File: config.mk
export PLATFORM = sky130hd
export DESIGN_NAME = walk_request_bank
export DESIGN_NICKNAME = d
export VERILOG_FILES = /design/src/rtl/traffic_pkg.sv /design/src/rtl/walk_btn_conditioner.sv /design/src/rtl/walk_request_bank.sv
export SDC_FILE = /design/constraint.sdc
export NUM_CORES = 1
export LEC_CHECK = 0
export BUFFER_PORTS_ARGS = -buffer_cell sky130_fd_sc_hd__buf_2
export CAP_MARGIN = 20
export CORE_ASPECT_RATIO = 1.75
export CORE_MARGIN = 1.5
export CORE_UTILIZATION = 60
export DETAILED_ROUTE_END_ITERATION = 8
export PLACE_DENSITY_LB_ADDON = 0.12
export SLEW_MARGIN = 0
export SYNTH_ARGS = -nofsm -noshare
export SYNTH_HDL_FRONTEND = slang
export SYNTH_SLANG_ARGS = --single-unit
File: constraint.sdc
create_clock -name clk -period 2 [get_ports clk]
set_input_delay 0.6 -clock clk [delete_from_list [all_inputs] [get_ports clk]]
set_output_delay 0.6 -clock clk [all_outputs]
set_load 0.01 [all_outputs]
File: src/rtl/traffic_pkg.sv
// Shared traffic-light controller constants and helpers.
package traffic_pkg;

  // Default geometry of the pedestrian request bank.
  localparam int unsigned N_CH_DEF            = 4;
  localparam int unsigned SYNC_STAGES_DEF     = 2;
  localparam int unsigned DEBOUNCE_CYCLES_DEF = 4;
  localparam int unsigned AGE_W_DEF           = 4;
  localparam int unsigned AGE_LIMIT_DEF       = 10;

  // Age strobe rate relative to the system clock.
  localparam int unsigned CLK_HZ   = 50_000_000;
  localparam int unsigned TICK_HZ  = 1;
  localparam int unsigned TICK_DIV = CLK_HZ / TICK_HZ;

  // Ceil(log2(v)), never less than 1 so single-entry indices keep one bit.
  function automatic int unsigned clog2_min1(input int unsigned v);
    int unsigned r;
    r = 0;
    for (int i = 0; i < 32; i++) begin
      if ((33'd1 << i) < 33'(v)) r = 32'(i + 1);
    end
    return (r == 0) ? 1 : r;
  endfunction

endpackage

File: src/rtl/walk_btn_conditioner.sv
// One pedestrian button: synchroniser, debounce counter and single press pulse.
module walk_btn_conditioner
  import traffic_pkg::*;
#(
  parameter int unsigned SYNC_STAGES     = SYNC_STAGES_DEF,
  parameter int unsigned DEBOUNCE_CYCLES = DEBOUNCE_CYCLES_DEF
) (
  input  logic clk,
  input  logic WR_Reset,
  input  logic btn,
  output logic press
);

  localparam int unsigned CNT_W = clog2_min1(DEBOUNCE_CYCLES + 1);
  localparam logic [CNT_W-1:0] CNT_MAX = CNT_W'(DEBOUNCE_CYCLES);
  localparam logic [CNT_W-1:0] CNT_PRE = CNT_W'(DEBOUNCE_CYCLES - 1);

  logic [SYNC_STAGES-1:0] sync_q;
  logic [CNT_W-1:0]       cnt_q;
  logic                   s;

  assign s = sync_q[SYNC_STAGES-1];

  // Bring the raw button into the clk domain.
  always_ff @(posedge clk or posedge WR_Reset) begin
    if (WR_Reset) sync_q <= '0;
    else          sync_q <= {sync_q[SYNC_STAGES-2:0], btn};
  end

  // Count consecutive high samples; pulse once when the count reaches the limit.
  always_ff @(posedge clk or posedge WR_Reset) begin
    if (WR_Reset) begin
      cnt_q <= '0;
      press <= 1'b0;
    end else begin
      if (!s)                   cnt_q <= '0;
      else if (cnt_q != CNT_MAX) cnt_q <= cnt_q + CNT_W'(1);
      press <= s && (cnt_q == CNT_PRE);
    end
  end

endmodule

File: src/rtl/walk_request_bank.sv
// Multi-channel pedestrian walk request bank with ageing and round-robin arbitration.
module walk_request_bank
  import traffic_pkg::*;
#(
  parameter int unsigned N_CH            = N_CH_DEF,
  parameter int unsigned SYNC_STAGES     = SYNC_STAGES_DEF,
  parameter int unsigned DEBOUNCE_CYCLES = DEBOUNCE_CYCLES_DEF,
  parameter int unsigned AGE_W           = AGE_W_DEF,
  parameter int unsigned AGE_LIMIT       = AGE_LIMIT_DEF,
  parameter int unsigned CH_W            = clog2_min1(N_CH)
) (
  input  logic              clk,
  input  logic              WR_Reset,
  input  logic              tick,
  input  logic [N_CH-1:0]   btn,
  input  logic [N_CH-1:0]   ch_enable,
  input  logic              req_ready,
  output logic              req_valid,
  output logic [CH_W-1:0]   req_ch,
  output logic              req_urgent,
  output logic [N_CH-1:0]   pending,
  output logic [AGE_W-1:0]  age_max
);

  localparam int unsigned SUM_W = CH_W + 1;
  localparam logic [AGE_W-1:0] AGE_SAT = '1;
  localparam logic [AGE_W-1:0] AGE_URG = AGE_W'(AGE_LIMIT);

  logic [1:0]       rst_pipe;
  logic             rst_i;
  logic [N_CH-1:0]  press;
  logic [AGE_W-1:0] age_q [N_CH];
  logic [CH_W-1:0]  rr_ptr;

  logic             drop_c;
  logic             accept_c;
  logic [N_CH-1:0]  clr_c;
  logic [N_CH-1:0]  avail_c;
  logic [N_CH-1:0]  urg_vec_c;
  logic [CH_W-1:0]  ptr_c;
  logic [CH_W-1:0]  pick_u_c;
  logic [CH_W-1:0]  pick_n_c;
  logic [AGE_W-1:0] max_c;

  // First set bit of vec at or above ptr, wrapping past the top channel.
  function automatic logic [CH_W-1:0] rr_pick(input logic [N_CH-1:0] vec,
                                               input logic [CH_W-1:0] ptr);
    logic [N_CH-1:0]  rot;
    logic [SUM_W-1:0] sum;
    logic             hit;
    rot = N_CH'({vec, vec} >> ptr);
    hit = 1'b0;
    sum = '0;
    for (int k = 0; k < N_CH; k++) begin
      if (!hit && rot[k]) begin
        hit = 1'b1;
        sum = {1'b0, ptr} + SUM_W'(k);
      end
    end
    if (sum >= SUM_W'(N_CH)) sum = sum - SUM_W'(N_CH);
    return CH_W'(sum);
  endfunction

  // Asynchronous assert, synchronised release of the internal reset.
  always_ff @(posedge clk or posedge WR_Reset) begin
    if (WR_Reset) rst_pipe <= 2'b11;
    else          rst_pipe <= {rst_pipe[0], 1'b0};
  end

  assign rst_i = rst_pipe[1];

  genvar g;
  generate
    for (g = 0; g < N_CH; g++) begin : g_cond
      walk_btn_conditioner #(
        .SYNC_STAGES     (SYNC_STAGES),
        .DEBOUNCE_CYCLES (DEBOUNCE_CYCLES)
      ) u_cond (
        .clk      (clk),
        .WR_Reset (rst_i),
        .btn      (btn[g]),
        .press    (press[g])
      );
    end
  endgenerate

  // Handshake decode, remaining-request set and next grant candidates.
  always_comb begin
    drop_c    = 1'b0;
    accept_c  = 1'b0;
    clr_c     = '0;
    avail_c   = '0;
    urg_vec_c = '0;
    ptr_c     = rr_ptr;
    drop_c    = req_valid && !ch_enable[req_ch];
    accept_c  = req_valid && req_ready && !drop_c;
    for (int i = 0; i < N_CH; i++) begin
      clr_c[i]     = accept_c && (req_ch == CH_W'(i));
      avail_c[i]   = pending[i] && ch_enable[i] && !clr_c[i];
      urg_vec_c[i] = avail_c[i] && (age_q[i] >= AGE_URG);
    end
    if (accept_c) begin
      if ({1'b0, req_ch} + SUM_W'(1) >= SUM_W'(N_CH)) ptr_c = '0;
      else                                             ptr_c = req_ch + CH_W'(1);
    end
    pick_u_c = rr_pick(urg_vec_c, ptr_c);
    pick_n_c = rr_pick(avail_c, ptr_c);
  end

  // Largest age among pending channels.
  always_comb begin
    max_c = '0;
    for (int i = 0; i < N_CH; i++) begin
      if (pending[i] && (age_q[i] > max_c)) max_c = age_q[i];
    end
  end

  // Per-channel pending latch and saturating age counter.
  always_ff @(posedge clk or posedge rst_i) begin
    if (rst_i) begin
      pending <= '0;
      for (int i = 0; i < N_CH; i++) age_q[i] <= '0;
    end else begin
      for (int i = 0; i < N_CH; i++) begin
        if (!ch_enable[i] || clr_c[i]) begin
          pending[i] <= 1'b0;
          age_q[i]   <= '0;
        end else if (!pending[i]) begin
          pending[i] <= press[i];
          age_q[i]   <= '0;
        end else if (tick && (age_q[i] != AGE_SAT)) begin
          age_q[i] <= age_q[i] + AGE_W'(1);
        end
      end
    end
  end

  // Presented request: hold under backpressure, re-arbitrate when idle or accepted.
  always_ff @(posedge clk or posedge rst_i) begin
    if (rst_i) begin
      req_valid  <= 1'b0;
      req_ch     <= '0;
      req_urgent <= 1'b0;
      rr_ptr     <= '0;
    end else if (drop_c) begin
      req_valid  <= 1'b0;
      req_urgent <= 1'b0;
    end else if (!req_valid || accept_c) begin
      if (accept_c) rr_ptr <= ptr_c;
      if (|avail_c) begin
        req_valid  <= 1'b1;
        req_urgent <= |urg_vec_c;
        req_ch     <= (|urg_vec_c) ? pick_u_c : pick_n_c;
      end else begin
        req_valid  <= 1'b0;
        req_urgent <= 1'b0;
      end
    end
  end

  // Registered age summary.
  always_ff @(posedge clk or posedge rst_i) begin
    if (rst_i) age_max <= '0;
    else       age_max <= max_c;
  end

endmodule

==> results of run 1 <==
==> synth_stat cells (all sizes together) (2+ instances only) <==
cell type	number
clkbuf	5
o221ai	3
xnor2	10
a22oi	5
a21oi	20
nor4	2
nand4	7
mux2i	8
nor2	23
nor2b	3
a31oi	2
o31ai	3
a21o	3
nand3	20
a22o	2
buf	3
dfrtp	54
dfstp	2
nor3	7
inv	34
or3	5
o21ai	22
nand2	32
nand4b	4
ha	37
o211ai	3
mux2	6
and2	13
nand2b	4
a21boi	8
==> through the flow <==
| stage | instance area, um2 | worst slack, ns |
|---|---|---|
| after floorplan | 3620 | -2.32 |
| after global placement | 4460 | -2.28 |
| after detailed placement | 4460 | -2.46 |
| after CTS | 4780 | -2.42 |
| after global routing | 4980 | -3.08 |
| final | 4980 | -2.92 |
==> power by group <==
part           total (mW)  switching [mW]  leakage, nW  internal [mW]
registers            1.53           0.208        0.736           1.32
logic                1.96            1.01         1.58          0.943
clock network       0.658           0.400       0.0462          0.258
total                4.15            1.62         2.36           2.52
==> flip-flops by register name, summed over array words and instances (netlist names) <==
signal and cells:
g_cond.u_cond.cnt_q 12, g_cond.u_cond.sync_q 8, pending 4, rst_pipe 2
rr_ptr 2, g_cond.u_cond.press 4, req_valid 1, age_q 16
req_urgent 1, age_max 4, req_ch 2
==> final timing paths <==
path | startpoint | slack (ns) | cells after the start | to
min | rst_pipe[1]$_DFF_PP1_ | 0.25 | 1 | g_cond[3].u_cond.cnt_q[2]$_DFFE_PP0P_
min reg2reg | rst_pipe[1]$_DFF_PP1_ | 0.25 | 1 | g_cond[3].u_cond.cnt_q[2]$_DFFE_PP0P_
max | age_q[12]$_DFFE_PP0P_ | -2.92 | 25 | age_max[1]$_DFF_PP0_
max in group asynchronous | rst_pipe[1]$_DFF_PP1_ | 1.21 | 2 | req_ch[0]$_DFFE_PP0P_
min in group clk | g_cond[3].u_cond.sync_q[0]$_DFF_PP0_ | 0.36 | 0 | g_cond[3].u_cond.sync_q[1]$_DFF_PP0_
max reg2reg | age_q[12]$_DFFE_PP0P_ | -2.92 | 25 | age_max[1]$_DFF_PP0_
==> cell type report <==
class / instances / area, um2
multi-input combinational: 272 / 2220
clock buffer: 6 / 72.6
sequential: 56 / 1410
clock inverter: 2 / 17.5
fill: 249 / 606
tap: 76 / 95.1
timing repair buffer: 135 / 1040
inverter: 34 / 128
==> layer usage <==
metal,wire (um),track usage,vias up,part of all wire
met3,1080,0.0609,127,0.084
met1,4220,0.362,1794,0.33
met2,6400,0.613,308,0.50
li1,-,-,1581,-
met5,0,0,-,0
met4,1140,0.200,0,0.089
==> cells by family (layout without fill, tap and decap cells) <==
kind of cell | after synthesis | count (layout) | synth area share
muxes | 14 | 14 | 0.0491
AOI/OAI and AO/OA | 83 | 83 | 0.155
DFF | 56 | 56 | 0.402
and+or+nand+nor | 127 | 127 | 0.185
xor gates and xnor gates | 10 | 10 | 0.0251
adders and majority gates | 37 | 37 | 0.133
other | 1 | 1 | 0.00108
buffers and inverters | 42 | 177 | 0.0495
==> timing repair <==
item                       CTS  global route
resized for setup           28            22
hold endpoints to repair     0             0
setup endpoints to repair    8             9
hold buffers                 0             0
pin swaps                   24            24
setup buffers               10            12
cloned                       1             0
==> summary.txt, run 1 <==
Detailed routing
  • WL/cell: 22.1 um
  • Routed Antenna Nets: 0
  • Vias/cell: 6.56
  • Routed via count: 3810
  • DR DRC count: 0
  • Drt pass-1 iters: 8
  • Routed Wire Length: 12.8 mm
  • Initial drt markers: 426

GRT
  • Aggregate global routing overflow: 0
  • First-pass GRT wire length: 16.7 mm
  • GRT Overall Usage: 0.348
  • Largest net degree at the start of global routing: 38
  • Vias in the first global route: 3653
  • Initial antenna violation count: 1

CTS
  • Clk buf depth: 2
  • CTS Root Cell: clkbuf_8
  • CTS H-tree depth: 2
  • CTS buffer count: 5
  • Clock Sinks: 56
  • CTS tree: built
  • Worst skew pair latency: 0.32 ns
  • Clock transition at the registers of the reported paths: 0.11 ns

Yosys
  • Synth cell types: 56
  • Synth Warn #: 0
  • Post-synth EDFFs: 0
  • Yosys reg bits: 56
  • Post-Syn Area: 3490 um2
  • Synth top area cells: dfrtp_1 39%, ha_1 13%, inv_1 3.4%
  • FFs w/ async S/R, synth: 1.00
  • Post-Syn Nets: 419
  • Syn Area/Cell: 9.43 um2
  • Mapped Cells: 370
  • Synth area leader: dfrtp_1
  • Top-area cell type share of the netlist area: 0.387
  • Ys flop type: dfrtp_1
  • Sequential area share after synthesis: 0.402

Finish
  • Layout area overhead: 42.8%
  • Post-Layout Cell Count: 581
  • Diode count: 0
  • Most common cell after layout, fill and taps aside: buf_4
  • Fraction of layout cells with a size suffix above 1: 0.394
  • Core Util, Final: 0.892
  • Most frequent cells in the layout: 101 x buf_4, 52 x dfrtp_1, 31 x nand2_1, 30 x inv_1, 29 x ha_1
  • NumNets Final: 553

Flow run
  • Max_cap viols: 0

STA
  • Rel. slew slack: 0.648
  • Fin crit share: 2.46
  • Clk_skew: 0.00945 ns
  • Final hold slack: 0.246 ns
  • Min Clock Period, post-route: 4.92 ns
  • Final max-slew violation count: 0
  • Setup WS post-layout: -2.92 ns
  • RSZ-0062 raised after global routing: true
  • Setup violators final: 8
  • Slew at the pin with the worst max-slew slack: 0.526 ns
  • Setup TNS Final: -12.90 ns
  • Max Fclk: 203 MHz
  • Final hold violation count: 0

Outcome
  • Status: finished with violations
  • Failing checks: setup timing

Setup path
  • Crit Path Class: reg2reg
  • Bufs and invs on worst path: 3
  • Most used cell along the critical path: a21oi_2
  • WP data required: 2.19 ns
  • Max FO, Critical Path: 6
  • CP Capture Type: flip-flop
  • Crit-path leading delay family: compound AO/OA/AOI/OAI gates
  • Slowest cell on crit path: o211ai_1
  • Crit path largest cell delay: 0.47 ns
  • Crit start category: flip-flop
  • Arrival time at the worst endpoint: 5.11 ns

Placed design
  • Placed Cells incl. Taps: 551
  • GPL Wtd Cong: 0.921
  • Dpl hpwl: 6.93 mm
  • IO buf count: 23

Die
  • Die ar.: 6300 um2
  • Core Region: 5590 um2
  • Die Height: 104 um
  • Ports: 24
  • Starting Density: 0.625
  • Die Width: 60.6 um
  • Cell Rows: 36

Power and ir drop
  • Leak pwr: 2.36 nW
  • Max IR drop VDD: 0.650 mV
  • Total power: 4.15 mW
  • Pwr Density: 833 nW/um2

Hold path
  • Worst Hold Class: reg2async
(Power assumes the default switching activity.)
==> run 2: changes to the inputs <==
--- a/config.mk
+++ b/config.mk
@@ -5,14 +5,15 @@
 export SDC_FILE = /design/constraint.sdc
 export NUM_CORES = 1
 export LEC_CHECK = 0
+export ABC_CLOCK_PERIOD_IN_PS = 2000
 export BUFFER_PORTS_ARGS = -buffer_cell sky130_fd_sc_hd__buf_2
 export CAP_MARGIN = 20
 export CORE_ASPECT_RATIO = 1.75
 export CORE_MARGIN = 1.5
-export CORE_UTILIZATION = 60
+export CORE_UTILIZATION = 35
 export DETAILED_ROUTE_END_ITERATION = 8
 export PLACE_DENSITY_LB_ADDON = 0.12
-export SLEW_MARGIN = 0
+export SLEW_MARGIN = 10
 export SYNTH_ARGS = -nofsm -noshare
 export SYNTH_HDL_FRONTEND = slang
 export SYNTH_SLANG_ARGS = --single-unit
==> run 2 against run 1 <==
  * Core utilization is 37 points lower
  * Worst hold slack worse by 0.026 ns
  * Non-clock buffer count is 6 higher
  * Largest power group unchanged
  * Clock power is 36% higher
  * Final cell count is 9.5% higher
  * First-iteration DRC count is 73% lower
  * Global-route usage is 16 points lower
  * The run still ends with setup timing left
==> summary.txt, run 2 (synthesized netlist as in run 1, its figures left out) <==
Outcome
  • Status: finished with violations (unchanged)
  • Failing checks: setup timing (unchanged)

Power and ir drop
  • Leak pwr: 2.39 nW (was 2.36 nW)
  • Pwr Density: 798 nW/um2 (was 833 nW/um2)
  • Max IR drop VDD: 0.481 mV (was 0.650 mV)
  • Cell internal pwr: 2.65 mW (was 2.52 mW)
  • Total power: 4.06 mW (was 4.15 mW)
  • Sw power: 1.41 mW (was 1.62 mW)
  • Comb pwr share: 0.405 (was 0.472)
  • Net Sw Frac: 0.348 (was 0.391)
  • Sequential Power Share: 0.375 (was 0.369)
  • Clock power frac: 0.220 (was 0.159)

Setup path
  • CP Capture Type: flip-flop (unchanged)
  • Crit Path Class: reg2reg (unchanged)
  • FF-to-FF End: age_max[0]$_DFF_PP0_ (was age_max[1]$_DFF_PP0_)
  • Crit path cell chain: inv_2, ha_4, nor3b_4, or2_4, ha_4, nor2_4, a21oi_4, o211ai_1, nor2_1, a31oi_2, ha_4, a31o_4, a21oi_2, o31ai_2, nand4b_1, buf_4, mux2i_2, ha_1, nand4_1, nand2_2, nor2_4, mux2_4
  • Bufs and invs on worst path: 2 (was 3)
  • Crit start category: flip-flop (unchanged)
  • Crit-path leading delay family: compound AO/OA/AOI/OAI gates (unchanged)
  • Crit path largest cell delay: 0.42 ns (was 0.47 ns)
  • Worst r2r src: age_q[12]$_DFFE_PP0P_ (unchanged)
  • Max FO, Critical Path: 5 (was 6)
  • Reg2reg setup slack: -2.43 ns (was -2.92 ns)
  • Slowest cell on crit path: o211ai_1 (unchanged)
  • Most used cell along the critical path: ha_4 (was a21oi_2)
  • Arrival time at the worst endpoint: 4.61 ns (was 5.11 ns)
  • WP data required: 2.19 ns (about the same)
  • R2r worst-path depth: 22 (was 25)

Finish
  • Diode count: 0 (unchanged)
  • Most flops, register: age_q (unchanged)
  • Multi-input logic area: 2210 um2 (was 2220 um2)
  • Most common cell after layout, fill and taps aside: buf_4 (unchanged)
  • Biggest regs: age_q (16), g_cond.u_cond.cnt_q (12), g_cond.u_cond.sync_q (8) (unchanged)
  • Most frequent cells in the layout: 112 x buf_4, 52 x dfrtp_1, 30 x ha_1, 28 x nand2_1, 28 x inv_1 (was 101 x buf_4, 52 x dfrtp_1, 31 x nand2_1, 30 x inv_1, 29 x ha_1)
  • Sequential cell area: 1410 um2 (unchanged)
  • Fillers: 890 (was 249)
  • Layout area overhead: 45.9% (was 42.8%)
  • Number of flip-flops in the largest register: 16 (unchanged)
  • Fraction of layout cells with a size suffix above 1: 0.409 (was 0.394)
  • NumNets Final: 559 (was 553)

Die
  • Cell Rows: 48 (was 36)
  • Die Width: 78.5 um (was 60.6 um)
  • Die ar.: 10600 um2 (was 6300 um2)
  • Ports: 24 (unchanged)
  • Starting Density: 0.356 (was 0.625)
  • Core Region: 9790 um2 (was 5590 um2)
  • Die Height: 135 um (was 104 um)

Detailed routing
  • Drt pass-1 iters: 4 (was 8)
  • Routed Antenna Nets: 0 (unchanged)
  • Vias/cell: 5.05 (was 6.56)
  • Routed via count: 3212 (was 3810)
  • Initial drt markers: 114 (was 426)
  • DR DRC count: 0 (unchanged)
  • WL/cell: 14.5 um (was 22.1 um)
  • Routed Wire Length: 9.24 mm (was 12.8 mm)

STA
  • RSZ-0062 raised after global routing: true (unchanged)
  • Final max-slew violation count: 0 (unchanged)
  • Min Clock Period, post-route: 4.43 ns (was 4.92 ns)
  • Clk_skew: 0.00322 ns (was 0.00945 ns)
  • Final hold slack: 0.221 ns (was 0.246 ns)
  • Max Fclk: 226 MHz (was 203 MHz)
  • Setup WS post-layout: -2.43 ns (was -2.92 ns)
  • Setup violators final: 8 (unchanged)
  • Final hold violation count: 0 (unchanged)
  • Fin crit share: 2.21 (was 2.46)

CTS
  • CTS buffer count: 5 (unchanged)
  • Clk buf depth: 2 (unchanged)
  • Worst skew pair latency: 0.30 ns (was 0.32 ns)
  • Hold_buf cts: 0 (unchanged)
  • Clock transition at the registers of the reported paths: 0.07 ns (was 0.11 ns)
  • CTS H-tree depth: 2 (unchanged)
  • CTS tree: built (unchanged)
  • CTS Root Cell: clkbuf_16 (was clkbuf_8)
  • Clock Sinks: 56 (unchanged)

GRT
  • GRT Overall Usage: 0.190 (was 0.348)
  • First-pass GRT wire length: 15.5 mm (was 16.7 mm)
  • Aggregate global routing overflow: 0 (unchanged)
  • Initial antenna violation count: 0 (was 1)
  • Vias in the first global route: 3341 (was 3653)
  • Largest net degree at the start of global routing: 41 (was 38)

Placed design
  • GPL Wtd Cong: 0.894 (was 0.921)
  • Dpl hpwl: 7.09 mm (was 6.93 mm)
  • IO buf count: 23 (unchanged)

Hold path
  • Worst Hold Class: reg2async (unchanged)

Flow run
  • Max_cap viols: 0 (unchanged)
[run 2: cell types whose count changed in the layout (fill, tap and decap cells not counted), moves of 2 or more]
cell	delta
buf_4	+11
clkbuf_16	+5
clkbuf_8	-5
mux2i_4	-3
nand2_1	-3
nand2_2	+3
buf_6	-2
inv_1	-2
inv_2	+2
mux2i_1	+2
o21ai_1	+2
[run 2: final cells by class]
type                       instances  area share
timing repair buffer             141       0.204
sequential                        56       0.276
tap                              125      0.0307
multi-input combinational        272       0.435
inverter                          34      0.0251
clock buffer                       5      0.0246
clock inverter                     3     0.00418
[run 2: worst register-to-register path, stage by stage (launching register included)]
cell      delay, ns
dfrtp_1        0.36
inv_2          0.06
ha_4           0.14
nor3b_4        0.15
or2_4          0.24
ha_4           0.16
nor2_4         0.12
a21oi_4        0.07
o211ai_1       0.43
nor2_1         0.10
a31oi_2        0.24
ha_4           0.25
a31o_4         0.24
a21oi_2        0.18
o31ai_2        0.09
nand4b_1       0.19
buf_4          0.16
mux2i_2        0.23
ha_1           0.29
nand4_1        0.11
nand2_2        0.07
nor2_4         0.13
mux2_4         0.30
[run 2: timing repair]
action                                  4_1_cts  5_1_grt
gates resized for setup                      21       26
setup buffers                                18       10
endpoints found under the setup margin        8        9
pin swaps                                    24       15
[run 2: stage by stage]
step | setup WS (ns) | instances | cell area (um2) | utilization | TNS (ns)
floorplan | -2.32 | 370 | 3620 | - | -9.15
global placement | -2.32 | 602 | 4540 | 0.464 | -10.90
detailed placement | -2.41 | 602 | 4540 | 0.464 | -11.37
CTS | -2.37 | 628 | 4920 | 0.503 | -10.05
global route | -2.67 | 636 | 5090 | 0.520 | -11.45
finish | -2.43 | 636 | 5090 | 0.520 | -10.20
[run 2: worst max-delay path by stage]
| stage | startpoint | endpoint | slack (ns) | cells past startpoint |
|---|---|---|---|---|
| 5_1_grt | age_q[12]$_DFFE_PP0P_ | age_max[0]$_DFF_PP0_ | -2.67 | 22 |
| 6_report | age_q[12]$_DFFE_PP0P_ | age_max[0]$_DFF_PP0_ | -2.43 | 22 |
| 3_5_place_dp | age_q[12]$_DFFE_PP0P_ | age_max[0]$_DFF_PP0_ | -2.41 | 23 |
| 3_3_place_gp | age_q[12]$_DFFE_PP0P_ | age_max[0]$_DFF_PP0_ | -2.32 | 21 |
| 2_1_floorplan | age_q[13]$_DFFE_PP0P_ | age_max[0]$_DFF_PP0_ | -2.32 | 21 |
| 4_1_cts | age_q[12]$_DFFE_PP0P_ | age_max[0]$_DFF_PP0_ | -2.37 | 21 |
[run 2: per-layer routing]
layer / share of wire / up-vias / track usage
li1: - / 1588 / -
met2: 0.57 / 49 / 0.375
met5: 0 / - / 0
met1: 0.37 / 1557 / 0.188
met3: 0.024 / 18 / 0.0324
met4: 0.032 / 0 / 0.0833
[run 2: power by group through the flow]
stage / clock, mW / sequential [mW] / combinational [mW]
after floorplan: 0 / 1.49 / 0.902
after global placement: 0 / 1.54 / 1.46
after detailed placement: 0 / 1.54 / 1.49
after CTS: 0.934 / 1.52 / 1.57
after global routing: 0.971 / 1.55 / 1.85
final: 0.893 / 1.52 / 1.64
==> run 3: changes to the inputs <==
--- a/config.mk
+++ b/config.mk
@@ -5,7 +5,7 @@
 export SDC_FILE = /design/constraint.sdc
 export NUM_CORES = 1
 export LEC_CHECK = 0
-export ABC_CLOCK_PERIOD_IN_PS = 2000
+export ABC_CLOCK_PERIOD_IN_PS = 3700
 export BUFFER_PORTS_ARGS = -buffer_cell sky130_fd_sc_hd__buf_2
 export CAP_MARGIN = 20
 export CORE_ASPECT_RATIO = 1.75
==> constraint.sdc (replaced) <==
create_clock -name clk -period 3.7 [get_ports clk]
set_input_delay 1.11 -clock clk [delete_from_list [all_inputs] [get_ports clk]]
set_output_delay 1.11 -clock clk [all_outputs]
set_load 0.01 [all_outputs]
==> run 3 against run 2 <==
  * The run still ends with setup timing left
  * Clock skew is essentially flat
  * Largest power group is now registers
  * Fmax grew 0.99%
  * Sequential power shrank 45%
  * Via count shrank 10%
  * Total power shrank 51%
  * Final cell count shrank 11%
==> summary.txt, run 3 (synthesized netlist as in run 1, its figures left out) <==
Die
  • Die Height: 135 um (unchanged)
  • Core Region: 9790 um2 (unchanged)
  • Starting Density: 0.356 (unchanged)
  • Die ar.: 10600 um2 (unchanged)
  • Cell Rows: 48 (unchanged)
  • Ports: 24 (unchanged)
  • Die Width: 78.5 um (unchanged)

STA
  • Fin crit share: 1.18 (was 2.21)
  • Setup violators final: 4 (was 8)
  • Final hold slack: 0.350 ns (was 0.221 ns)
  • Min Clock Period, post-route: 4.38 ns (was 4.43 ns)
  • Final max-slew violation count: 0 (unchanged)
  • RSZ-0062 raised after global routing: true (unchanged)
  • Final hold violation count: 0 (unchanged)
  • Max Fclk: 228 MHz (was 226 MHz)
  • Clk_skew: 0.00303 ns (was 0.00322 ns)
  • Setup TNS Final: -2.52 ns (was -10.20 ns)
  • Rel. slew slack: 0.384
  • Setup WS post-layout: -0.682 ns (was -2.43 ns)
  • Slew at the pin with the worst max-slew slack: 0.922 ns

GRT
  • Largest net degree at the start of global routing: 44 (was 41)
  • GRT Overall Usage: 0.174 (was 0.190)
  • First-pass GRT wire length: 14.3 mm (was 15.5 mm)
  • Vias in the first global route: 2912 (was 3341)
  • Aggregate global routing overflow: 0 (unchanged)
  • Initial antenna violation count: 0 (unchanged)

CTS
  • CTS Root Cell: clkbuf_16 (unchanged)
  • Clock Sinks: 56 (unchanged)
  • CTS tree: built (unchanged)
  • Worst skew pair latency: 0.30 ns (about the same)
  • Clk buf depth: 2 (unchanged)
  • CTS buffer count: 5 (unchanged)
  • Clock transition at the registers of the reported paths: 0.07 ns (about the same)
  • Hold_buf cts: 0 (unchanged)
  • CTS H-tree depth: 2 (unchanged)

Finish
  • Most common cell after layout, fill and taps aside: dfrtp_1 (was buf_4)
  • Most frequent cells in the layout: 54 x dfrtp_1, 45 x buf_4, 33 x ha_1, 30 x nand2_1, 29 x inv_1 (was 112 x buf_4, 52 x dfrtp_1, 30 x ha_1, 28 x nand2_1, 28 x inv_1)
  • Diode count: 0 (unchanged)
  • Layout area overhead: 25.3% (was 45.9%)
  • Fraction of layout cells with a size suffix above 1: 0.258 (was 0.409)
  • Biggest regs: age_q (16), g_cond.u_cond.cnt_q (12), g_cond.u_cond.sync_q (8) (unchanged)
  • Number of flip-flops in the largest register: 16 (unchanged)
  • NumNets Final: 486 (was 559)
  • Fillers: 952 (was 890)
  • Design Area, Final: 4370 um2 (was 5090 um2)
  • Most flops, register: age_q (unchanged)

Setup path
  • Max FO, Critical Path: 5 (unchanged)
  • Crit start category: flip-flop (unchanged)
  • Bufs and invs on worst path: 2 (unchanged)
  • Crit path largest cell delay: 0.37 ns (was 0.42 ns)
  • Arrival time at the worst endpoint: 4.57 ns (was 4.61 ns)
  • Crit path cell chain: inv_2, ha_4, nor3b_4, or2_4, ha_4, nand2b_4, a21oi_2, o211ai_1, buf_4, mux2_4, ha_4, nand2_2, a21o_1, o31ai_2, nand4b_1, mux2_4, ha_1, nor2b_1, o21ai_1, nand2b_1, a21oi_2, nor2_4, mux2_4 (was inv_2, ha_4, nor3b_4, or2_4, ha_4, nor2_4, a21oi_4, o211ai_1, nor2_1, a31oi_2, ha_4, a31o_4, a21oi_2, o31ai_2, nand4b_1, buf_4, mux2i_2, ha_1, nand4_1, nand2_2, nor2_4, mux2_4)
  • Crit-path leading delay family: simple AND/OR/NAND/NOR gates (was compound AO/OA/AOI/OAI gates)
  • Worst r2r src: age_q[12]$_DFFE_PP0P_ (unchanged)
  • Crit Path Class: reg2reg (unchanged)
  • CP Launch Point: age_q[12]$_DFFE_PP0P_ (unchanged)
  • CP Capture Type: flip-flop (unchanged)
  • WP data required: 3.89 ns (was 2.19 ns)
  • Slowest cell on crit path: dfrtp_1 (was o211ai_1)

Hold path
  • Worst hold path startpoint: g_cond[3].u_cond.sync_q[0]$_DFF_PP0_
  • Worst Hold Class: reg2reg (was reg2async)

Detailed routing
  • DR DRC count: 0 (unchanged)
  • Drt pass-1 iters: 4 (unchanged)
  • Routed via count: 2882 (was 3212)
  • Initial drt markers: 90 (was 114)
  • WL/cell: 15.2 um (was 14.5 um)
  • Routed Antenna Nets: 0 (unchanged)
  • Vias/cell: 5.12 (was 5.05)
  • Routed Wire Length: 8.55 mm (was 9.24 mm)

Placed design
  • Dpl hpwl: 6.58 mm (was 7.09 mm)
  • IO buf count: 23 (unchanged)
  • Placed Area: 4070 um2 (was 4540 um2)
  • GPL Wtd Cong: 0.877 (was 0.894)

Power and ir drop
  • Total power: 1.98 mW (was 4.06 mW)
  • Pwr Density: 452 nW/um2 (was 798 nW/um2)
  • Net Sw Frac: 0.345 (was 0.348)
  • Sw power: 0.682 mW (was 1.41 mW)
  • Comb pwr share: 0.300 (was 0.405)
  • Max IR drop VDD: 0.223 mV (was 0.481 mV)
  • Cell internal pwr: 1.29 mW (was 2.65 mW)
  • Clock power frac: 0.275 (was 0.220)
  • Leak pwr: 2.03 nW (was 2.39 nW)
  • Sequential Power Share: 0.425 (was 0.375)

Outcome
  • Failing checks: setup timing (unchanged)
  • Status: finished with violations (unchanged)

Flow run
  • Max_cap viols: 0 (unchanged)
-- run 3: cell types whose count changed in the layout (fill, tap and decap cells not counted), sizes merged --
| cell | previous run | this run |
|---|---|---|
| buf | 141 | 68 |
| bufinv | 0 | 1 |
| inv | 35 | 34 |
-- run 3: area by class of cell --
type                       count  area, um2  area share
inverter                      34        128      0.0292
tap                          125        156      0.0358
sequential                    56       1400       0.321
multi-input combinational    272       2060       0.472
timing repair buffer          68        453       0.104
clock inverter                 3       42.5     0.00973
clock buffer                   5        125      0.0286
-- run 3: path summary, 6_finish.rpt --
check,to,slack (ns),depth (start not counted)
min in group asynchronous,g_cond[2].u_cond.cnt_q[1]$_DFFE_PP0P_,0.46,1
worst max register to register,age_max[0]$_DFF_PP0_,-0.68,23
max in group asynchronous,age_q[2]$_DFFE_PP0P_,2.48,2
worst min-delay path,g_cond[3].u_cond.sync_q[1]$_DFF_PP0_,0.35,0
worst min register to register,g_cond[3].u_cond.sync_q[1]$_DFF_PP0_,0.35,0
worst max-delay path,age_max[0]$_DFF_PP0_,-0.68,23
-- run 3: power groups by stage --
stage	clock (mW)	sequential (mW)	combinational (mW)
3_5_place_dp	0	0.851	0.595
3_3_place_gp	0	0.849	0.586
4_1_cts	0.567	0.839	0.599
5_1_grt	0.583	0.859	0.678
6_report	0.543	0.839	0.593
2_1_floorplan	0	0.803	0.474
-- run 3: repair_timing --
| item | CTS | global route |
|---|---|---|
| setup buffers | 3 | 6 |
| gates resized for setup | 5 | 10 |
| endpoints found under the setup margin | 4 | 4 |
| pin swaps | 10 | 12 |
-- run 3: metrics by stage --
step                      instances  setup slack, ns   util
after floorplan                 370           -0.616      -
after global placement          546           -0.651  0.416
after detailed placement        546           -0.789  0.416
after CTS                       557           -0.703  0.438
after global routing            563           -0.865  0.447
final                           563           -0.682  0.447
-- run 3: metal layers --
metal,share of wire,up-vias,GRT usage
met1,0.38,1381,0.182
met3,0.023,17,0.0264
li1,-,1438,-
met4,0.024,0,0.0685
met5,0,-,0
met2,0.57,46,0.340
